[config.mk]
export PLATFORM = sky130hd
export DESIGN_NAME = ez8_io_ctrl
export DESIGN_NICKNAME = d
export VERILOG_FILES = /design/src/rtl/ez8_io_pkg.sv /design/src/rtl/ez8_io_sync.sv /design/src/rtl/ez8_io_ctrl.sv
export SDC_FILE = /design/constraint.sdc
export NUM_CORES = 1
export LEC_CHECK = 0
export BUFFER_PORTS_ARGS = -buffer_cell sky130_fd_sc_hd__buf_4
export CORE_MARGIN = 2
export CORE_UTILIZATION = 49
export CTS_CLUSTER_DIAMETER = 200
export DETAILED_ROUTE_END_ITERATION = 8
export GPL_TIMING_DRIVEN = 0
export PLACE_DENSITY = 0.87
export REMOVE_ABC_BUFFERS = 1
export SETUP_SLACK_MARGIN = 0.15
export SKIP_CTS_REPAIR_TIMING = 1
export SYNTH_ARGS = -nofsm -noshare
export SYNTH_HDL_FRONTEND = slang
export SYNTH_SLANG_ARGS = --single-unit
export TNS_END_PERCENT = 100
[constraint.sdc]
create_clock -name clk -period 1.7 [get_ports clk]
set_clock_uncertainty 0.1 [all_clocks]
set_input_delay 0.255 -clock clk [delete_from_list [all_inputs] [get_ports clk]]
set_output_delay 0.255 -clock clk [all_outputs]
set_load 0.01 [all_outputs]
[src/rtl/ez8_io_pkg.sv]
// Shared constants for the ez8 I/O controller: register addresses, IRQ bit
// positions, reset values and the sticky-status update rule.
package ez8_io_pkg;

  localparam logic [4:0] IO_SWITCHES   = 5'h00;
  localparam logic [4:0] IO_KEYS       = 5'h01;
  localparam logic [4:0] IO_LEDS       = 5'h02;
  localparam logic [4:0] IO_IRQ_EN     = 5'h03;
  localparam logic [4:0] IO_IRQ_STATUS = 5'h04;
  localparam logic [4:0] IO_TIMER_CMP  = 5'h05;
  localparam logic [4:0] IO_TIMER_CNT  = 5'h06;
  localparam logic [4:0] IO_TIMER_CTRL = 5'h07;

  localparam int IRQ_KEY0  = 0;
  localparam int IRQ_KEY1  = 1;
  localparam int IRQ_KEY2  = 2;
  localparam int IRQ_KEY3  = 3;
  localparam int IRQ_SW    = 4;
  localparam int IRQ_TIMER = 5;
  localparam int IRQ_BITS  = 6;

  localparam int NUM_KEYS     = 4;
  localparam int NUM_SWITCHES = 4;
  localparam int NUM_LEDS     = 4;

  localparam logic [7:0] TIMER_CMP_RST = 8'hFF;

  // Write-one-to-clear, with a same-cycle set taking priority over the clear.
  function automatic logic [IRQ_BITS-1:0] status_update(
    input logic [IRQ_BITS-1:0] cur,
    input logic [IRQ_BITS-1:0] clr,
    input logic [IRQ_BITS-1:0] set
  );
    return (cur & ~clr) | set;
  endfunction

endpackage

[src/rtl/ez8_io_sync.sv]
// Two-flop input synchronizer with an extra "previous" flop so the parent can
// detect edges by comparing sync against prev.
module ez8_io_sync #(
  parameter int               WIDTH     = 4,
  parameter logic [WIDTH-1:0] RESET_VAL = '0
) (
  input  logic             clk,
  input  logic             reset,
  input  logic [WIDTH-1:0] async_in,
  output logic [WIDTH-1:0] sync,
  output logic [WIDTH-1:0] prev
);

  logic [WIDTH-1:0] meta_reg;
  logic [WIDTH-1:0] sync_reg;
  logic [WIDTH-1:0] prev_reg;

  for (genvar gi = 0; gi < WIDTH; gi++) begin : g_bit
    always_ff @(posedge clk or negedge reset) begin
      if (!reset) begin
        meta_reg[gi] <= RESET_VAL[gi];
        sync_reg[gi] <= RESET_VAL[gi];
        prev_reg[gi] <= RESET_VAL[gi];
      end else begin
        meta_reg[gi] <= async_in[gi];
        sync_reg[gi] <= meta_reg[gi];
        prev_reg[gi] <= sync_reg[gi];
      end
    end
  end

  assign sync = sync_reg;
  assign prev = prev_reg;

endmodule

[src/rtl/ez8_io_ctrl.sv]
// Memory-mapped I/O block for the ez8 CPU: switches, keys, LEDs, an 8-bit
// interval timer and masked one-cycle interrupt pulses.
module ez8_io_ctrl
  import ez8_io_pkg::*;
(
  input  logic       clk,
  input  logic       reset,
  input  logic [4:0] readaddr,
  output logic [7:0] readdata,
  input  logic [4:0] writeaddr,
  input  logic [7:0] writedata,
  input  logic       write_en,
  output logic [7:0] interrupts,
  input  logic [3:0] switches,
  input  logic [3:0] keys,
  output logic [3:0] leds
);

  logic [NUM_KEYS-1:0]     key_sync;
  logic [NUM_KEYS-1:0]     key_prev;
  logic [NUM_SWITCHES-1:0] sw_sync;
  logic [NUM_SWITCHES-1:0] sw_prev;

  logic [NUM_LEDS-1:0] leds_reg,       leds_next;
  logic [IRQ_BITS-1:0] irq_en_reg,     irq_en_next;
  logic [IRQ_BITS-1:0] irq_status_reg, irq_status_next;
  logic [7:0]          timer_cmp_reg,  timer_cmp_next;
  logic [7:0]          timer_cnt_reg,  timer_cnt_next;
  logic                timer_en_reg,   timer_en_next;

  logic [7:0]          events;
  logic                timer_match;
  logic [IRQ_BITS-1:0] status_clr;

  logic wr_leds;
  logic wr_irq_en;
  logic wr_irq_status;
  logic wr_timer_cmp;
  logic wr_timer_cnt;
  logic wr_timer_ctrl;

  // Keys are active-low, so the idle (released) state is all ones.
  ez8_io_sync #(
    .WIDTH    (NUM_KEYS),
    .RESET_VAL({NUM_KEYS{1'b1}})
  ) u_key_sync (
    .clk     (clk),
    .reset   (reset),
    .async_in(keys),
    .sync    (key_sync),
    .prev    (key_prev)
  );

  ez8_io_sync #(
    .WIDTH    (NUM_SWITCHES),
    .RESET_VAL({NUM_SWITCHES{1'b0}})
  ) u_sw_sync (
    .clk     (clk),
    .reset   (reset),
    .async_in(switches),
    .sync    (sw_sync),
    .prev    (sw_prev)
  );

  assign wr_leds       = write_en && (writeaddr == IO_LEDS);
  assign wr_irq_en     = write_en && (writeaddr == IO_IRQ_EN);
  assign wr_irq_status = write_en && (writeaddr == IO_IRQ_STATUS);
  assign wr_timer_cmp  = write_en && (writeaddr == IO_TIMER_CMP);
  assign wr_timer_cnt  = write_en && (writeaddr == IO_TIMER_CNT);
  assign wr_timer_ctrl = write_en && (writeaddr == IO_TIMER_CTRL);

  assign timer_match = timer_en_reg && (timer_cnt_reg == timer_cmp_reg);

  for (genvar gi = 0; gi < NUM_KEYS; gi++) begin : g_key_evt
    assign events[IRQ_KEY0 + gi] = key_prev[gi] & ~key_sync[gi];
  end
  assign events[IRQ_SW]    = |(sw_sync ^ sw_prev);
  assign events[IRQ_TIMER] = timer_match;
  assign events[7:6]       = 2'b00;

  assign interrupts = events & {2'b00, irq_en_reg};
  assign leds       = leds_reg;

  assign status_clr = wr_irq_status ? writedata[IRQ_BITS-1:0] : '0;

  always_comb begin
    leds_next       = leds_reg;
    irq_en_next     = irq_en_reg;
    timer_cmp_next  = timer_cmp_reg;
    timer_en_next   = timer_en_reg;
    irq_status_next = status_update(irq_status_reg, status_clr, events[IRQ_BITS-1:0]);

    if (wr_leds)       leds_next      = writedata[NUM_LEDS-1:0];
    if (wr_irq_en)     irq_en_next    = writedata[IRQ_BITS-1:0];
    if (wr_timer_cmp)  timer_cmp_next = writedata;
    if (wr_timer_ctrl) timer_en_next  = writedata[0];
  end

  // A CNT write outranks both the match wrap and the increment.
  always_comb begin
    timer_cnt_next = timer_cnt_reg;
    if (wr_timer_cnt) begin
      timer_cnt_next = 8'h00;
    end else if (timer_en_reg) begin
      timer_cnt_next = timer_match ? 8'h00 : timer_cnt_reg + 8'h01;
    end
  end

  always_ff @(posedge clk or negedge reset) begin
    if (!reset) begin
      leds_reg       <= '0;
      irq_en_reg     <= '0;
      irq_status_reg <= '0;
      timer_cmp_reg  <= TIMER_CMP_RST;
      timer_cnt_reg  <= 8'h00;
      timer_en_reg   <= 1'b0;
    end else begin
      leds_reg       <= leds_next;
      irq_en_reg     <= irq_en_next;
      irq_status_reg <= irq_status_next;
      timer_cmp_reg  <= timer_cmp_next;
      timer_cnt_reg  <= timer_cnt_next;
      timer_en_reg   <= timer_en_next;
    end
  end

  always_comb begin
    readdata = 8'h00;
    case (readaddr)
      IO_SWITCHES:   readdata = {4'b0000, sw_sync};
      IO_KEYS:       readdata = {4'b0000, ~key_sync};
      IO_LEDS:       readdata = {4'b0000, leds_reg};
      IO_IRQ_EN:     readdata = {2'b00, irq_en_reg};
      IO_IRQ_STATUS: readdata = {2'b00, irq_status_reg};
      IO_TIMER_CMP:  readdata = timer_cmp_reg;
      IO_TIMER_CNT:  readdata = timer_cnt_reg;
      IO_TIMER_CTRL: readdata = {7'b0000000, timer_en_reg};
      default:       readdata = 8'h00;
    endcase
  end

endmodule

# Word-level counts from Yosys, hierarchy flattened

Index checks and enable logic that the tools add are counted.

Input bits: 29
Logic and storage cells: 74
Bits in registers: 57
Output and inout bits: 20

Equality and inequality tests: 14
Add/subtract/negate cells: 1
Reductions and logical operators: 10
Bitwise logic cells: 14
Muxes and demuxes: 5

Operators with widths:

| kind                                                                  | number |
|---|---|
| 8-bit one-hot mux with 8 select lines                                 | 1 |
| 5-bit by 3-bit equality test with 1-bit output, second input constant | 8 |
| 8-bit 2-to-1 mux                                                      | 3 |
| 5-bit by 2-bit equality test with 1-bit output, second input constant | 4 |
| 6-bit AND                                                             | 2 |
| 8-bit by 1-bit adder with 8-bit output, second input constant         | 1 |
| 8-bit equality test                                                   | 1 |
| 1-bit logical AND                                                     | 7 |
| 6-bit 2-to-1 mux                                                      | 1 |
| 6-bit inverter                                                        | 1 |
| 6-bit bitwise OR                                                      | 1 |
| 5-bit by 1-bit equality test with 1-bit output, second input constant | 1 |
| 5-bit logical NOT                                                     | 1 |
| 1-bit AND                                                             | 4 |
| 1-bit inverter                                                        | 4 |
| 4-bit inverter                                                        | 1 |
| 4-bit OR reduction                                                    | 1 |
| 4-bit XOR                                                             | 1 |
| 2-bit nonzero test                                                    | 1 |

# Depth between registers and ports, before layout

Depth after elaboration: 6
Gate-level depth with buffers: 5
Depth with buffers taken out: 5

# Cells and area by module

A second synthesis with hierarchy kept.

Cell total of the unflattened synthesis: 216
Area, all modules: 2617.5 µm²

Modules (own cells, without submodules):

| module                   | area each (µm²) | sequential area each (µm²) | instances | cells an instance |
|---|---|---|---|---|
| ez8_io_ctrl              | 2001.9          | 835.8                      | 1         | 192 |
| ez8_io_sync (u_key_sync) | 315.3           | 315.3                      | 1         | 12 |
| ez8_io_sync (u_sw_sync)  | 300.3           | 300.3                      | 1         | 12 |

# Worst setup path before layout

OpenSTA, ideal clock, no wires.

Path kind: flip-flop to output port
Start: register timer_cnt_reg[2]
End: output interrupts[5]
Setup slack: -0.025 ns
Stages on the path, launching flop included: 6
Data required time: 1.345 ns
Data arrival time: 1.370 ns
Buffers on the path: 1
Cells stage by stage: dfrtp_1 > clkbuf_1 > xnor2_1 > nand4_1 > nor3_2 > and2_1

Word-level cells in the longest chain between the ends: 3

RTL lines:

| element                | line               | text |
|---|---|---|
| start, declared        | ez8_io_ctrl.sv:28  | `logic [7:0] timer_cnt_reg, timer_cnt_next;` |
| start signal, assigned | ez8_io_ctrl.sv:122 | `timer_cnt_reg <= timer_cnt_next;` |
| 8-bit equality test    | ez8_io_ctrl.sv:72  | `assign timer_match = timer_en_reg && (timer_cnt_reg == timer_cmp_reg);` |
| 1-bit logical AND      | ez8_io_ctrl.sv:72  |  |
| 6-bit AND              | ez8_io_ctrl.sv:81  | `assign interrupts = events & {2'b00, irq_en_reg};` |
| end, declared          | ez8_io_ctrl.sv:13  | `output logic [7:0] interrupts,` |

Every way passes these cells.

# Final worst setup path

Start: register timer_cmp_reg[6]
End: output interrupts[5]

Word-level cells in the longest chain between the ends: 3

RTL lines:

| element                | line               | text |
|---|---|---|
| start, declared        | ez8_io_ctrl.sv:27  | `logic [7:0] timer_cmp_reg, timer_cmp_next;` |
| start signal, assigned | ez8_io_ctrl.sv:121 | `timer_cmp_reg <= timer_cmp_next;` |
| 8-bit equality test    | ez8_io_ctrl.sv:72  |  |
| 1-bit logical AND      | ez8_io_ctrl.sv:72  |  |
| 6-bit AND              | ez8_io_ctrl.sv:81  |  |

Every way passes these cells.

==> metrics.txt <==
Die Ht=77.04 um; Final GP Congestion=0.8992; Core Area=0.005140 mm^2; Logic pwr share=0.216; maximum level of the CTS H-tree=3; gr usage total=0.1971; Setup crit end kind=output port; antenna violations before repair=0; CTS root buffer=clkbuf_8; clk_lat worst skew=0.33 ns; Slowest cell on crit path=dfstp_2; Min-Delay Path Depth=2; post-synthesis cell count=211; dpl hpwl=3654 um; CP Depth=5; fin crit period=2.188 ns; IO buf count=46; Buf/Inv on CP=1; TritonCTS buffer count=9; CTS tree=built; Least-Margin Pin Slew=0.6841 ns; RSZ-0062 raised after global routing=true; CP top delay family=simple AND/OR/NAND/NOR gates; clock network power share=0.302; share of post-route cells with drive strength above 1=0.4893; Top FF cell, synth=dfrtp_1; Critical Path Source Type=flop; register share of total power=0.482; clock slew at reported path FFs=0.06 ns; clock sink total=57; outcome=finished with violations; Req. time, crit path=1.34 ns; Initial Util=0.5085; Final period util=1.287; synthesized area per cell=12.39 um^2; DR iter-0 viols=112; maximum number of pins on one net before global-route repair=58; ANT cells=0; overall routed net length=5507 um; hold crit path type=primary input to flop; I/O pin cnt=49; Max Cap Violations=0; die area=0.005934 mm^2; PnR worst setup slack=-0.4881 ns; failing checks=setup timing; final setup fails=7; number of enable flip-flop cells after synthesis=0; Final #Nets=305; Cell variety after synth=37; Psw=1132 uW; post-synthesis cell area=0.002614 mm^2; Slew Limit Fails=0; Routed Antenna Nets=0; area growth from synthesis to layout=32.07%; fin cells=350; Rel. slew slack=0.5439; Hold WS=0.05847 ns; final core utilization=0.6716; routed via count=1,862; highest clock rate=457.0 MHz; CP cell instances=xnor2_2, nand4_1, nor3_4, and2_4, buf_6; register area share after synthesis=0.5553; Fin. Hold Viols=0; number of synthesis warnings=0; Worst Path Max Fanout=5; Overflow after GRT=0; WS Path Type=flop to output port; routed length per instance=15.73 um; first-pass GRT wire length=8887 um; worst reg2reg path depth=6; DRC Markers=0; Final TNS setup=-1.980 ns; Largest stage delay, worst path=0.56 ns; DRT Pass-1 Iters=4; Post-Place Setup Slack=-0.2763 ns; ys async rst share=1.000; placed cell count=317; row count=26; Worst EP arrival=1.83 ns; #FFs+latches synth=57; worst vdd ir=0.0007699 V; Clock Path Buffers=2; sw frac=0.2848; via density per instance=5.320; Pwr Density=1152 mW/mm^2; vias in the first global route=1,866; leakage=0.001510 uW; internal power=2843 uW; fill count=400; die width=77.04 um
[final timing paths]
check,from,end,slack [ns]
min in group asynchronous,reset,irq_en_reg[0],0.42
max,timer_cmp_reg[6],interrupts[5],-0.49
max reg2reg,timer_cmp_reg[6],irq_status_reg[5],0.01
max in group asynchronous,reset,timer_cnt_reg[5],0.59
min,writedata[6],timer_cmp_reg[6],0.06
min reg2reg,u_sw_sync.meta_reg[1],u_sw_sync.sync[1],0.25
[power by group through the flow]
stage	clock network [uW]	logic [uW]	registers, uW
after floorplan	0	503	1840
final	1200	860	1920
after global routing	1310	951	1950
after detailed placement	0	749	1900
after CTS	1230	756	1880
after global placement	0	728	1890
[cells in the mapped netlist (4+ instances only)]
master     number  area share
mux2i_1         8       0.031
nand3_1         6       0.011
a22o_1          4       0.013
xnor2_1        14       0.047
nor3_1          6       0.011
nor2_1         14       0.020
dfstp_2        20        0.20
nor2b_1         4      0.0096
dfrtp_1        37        0.35
o2bb2ai_1       5       0.017
inv_1           5      0.0072
mux2_2         19       0.082
nand2_1        13       0.019
xor2_1          4       0.013
mux4_2          5       0.043
clkbuf_1        5      0.0072
nand4_1         8       0.019
and3_1          6       0.014
[cells in the final DEF (no fill, tap or decap), types with 3 or more instances in the layout]
cell,instances
mux2i_1,8
inv_2,4
clkbuf_8,10
nand2_1,13
a22o_1,4
clkbuf_1,3
dfrtp_1,35
xnor2_1,10
dfstp_2,20
mux4_2,5
xnor2_2,4
buf_6,7
nand4_1,8
nand3_1,6
mux2_2,19
nor2_1,14
nor3_1,5
and3_4,4
o2bb2ai_1,5
dlygate4sd3_1,9
buf_4,47
xor2_1,4
[kinds of logic after synthesis]
logic type	Yosys count	synth area share
compound gates	18	0.05121
flops	57	0.5553
xor+xnor	18	0.06032
mux	32	0.1556
buf+inv	16	0.02681
other cells	1	0.001435
simple gates	68	0.1446
fa+ha+maj	1	0.004786
[worst register-to-register path: cells and delay by family, from the launching register on]
kind / cells / cell delay, ns
buffers and inverters: 2 / 0.25
AND/OR/NAND/NOR: 2 / 0.54
AO/OA/AOI/OAI: 1 / 0.07
XOR/XNOR: 1 / 0.12
flip-flops: 1 / 0.56
[per-layer routing]
| layer | GRT usage | routed length [um] |
|---|---|---|
| met2 | 0.3158 | 2672 |
| met4 | 0.1125 | 76 |
| met3 | 0.04000 | 263 |
| met5 | 0 | 0 |
| met1 | 0.2498 | 2494 |
[through the flow]
step | cell area [um^2] | power, uW
floorplan | 2566 | 2340
global placement | 2999 | 2617
detailed placement | 2999 | 2654
CTS | 3188 | 3866
global route | 3452 | 4204
finish | 3452 | 3975
[layout make-up]
cell class / instances / area, um^2 / share of cell area
clock buffers: 13 / 148.9 / 0.04313
clock inverters: 3 / 40.04 / 0.01160
inverters: 5 / 18.77 / 0.005437
multi-input cells: 139 / 1181 / 0.3422
flip-flops and latches: 57 / 1454 / 0.4212
well taps: 70 / 87.58 / 0.02537
repair buffers: 63 / 521.8 / 0.1511
No activity file was read; power rests on OpenSTA's default activity.
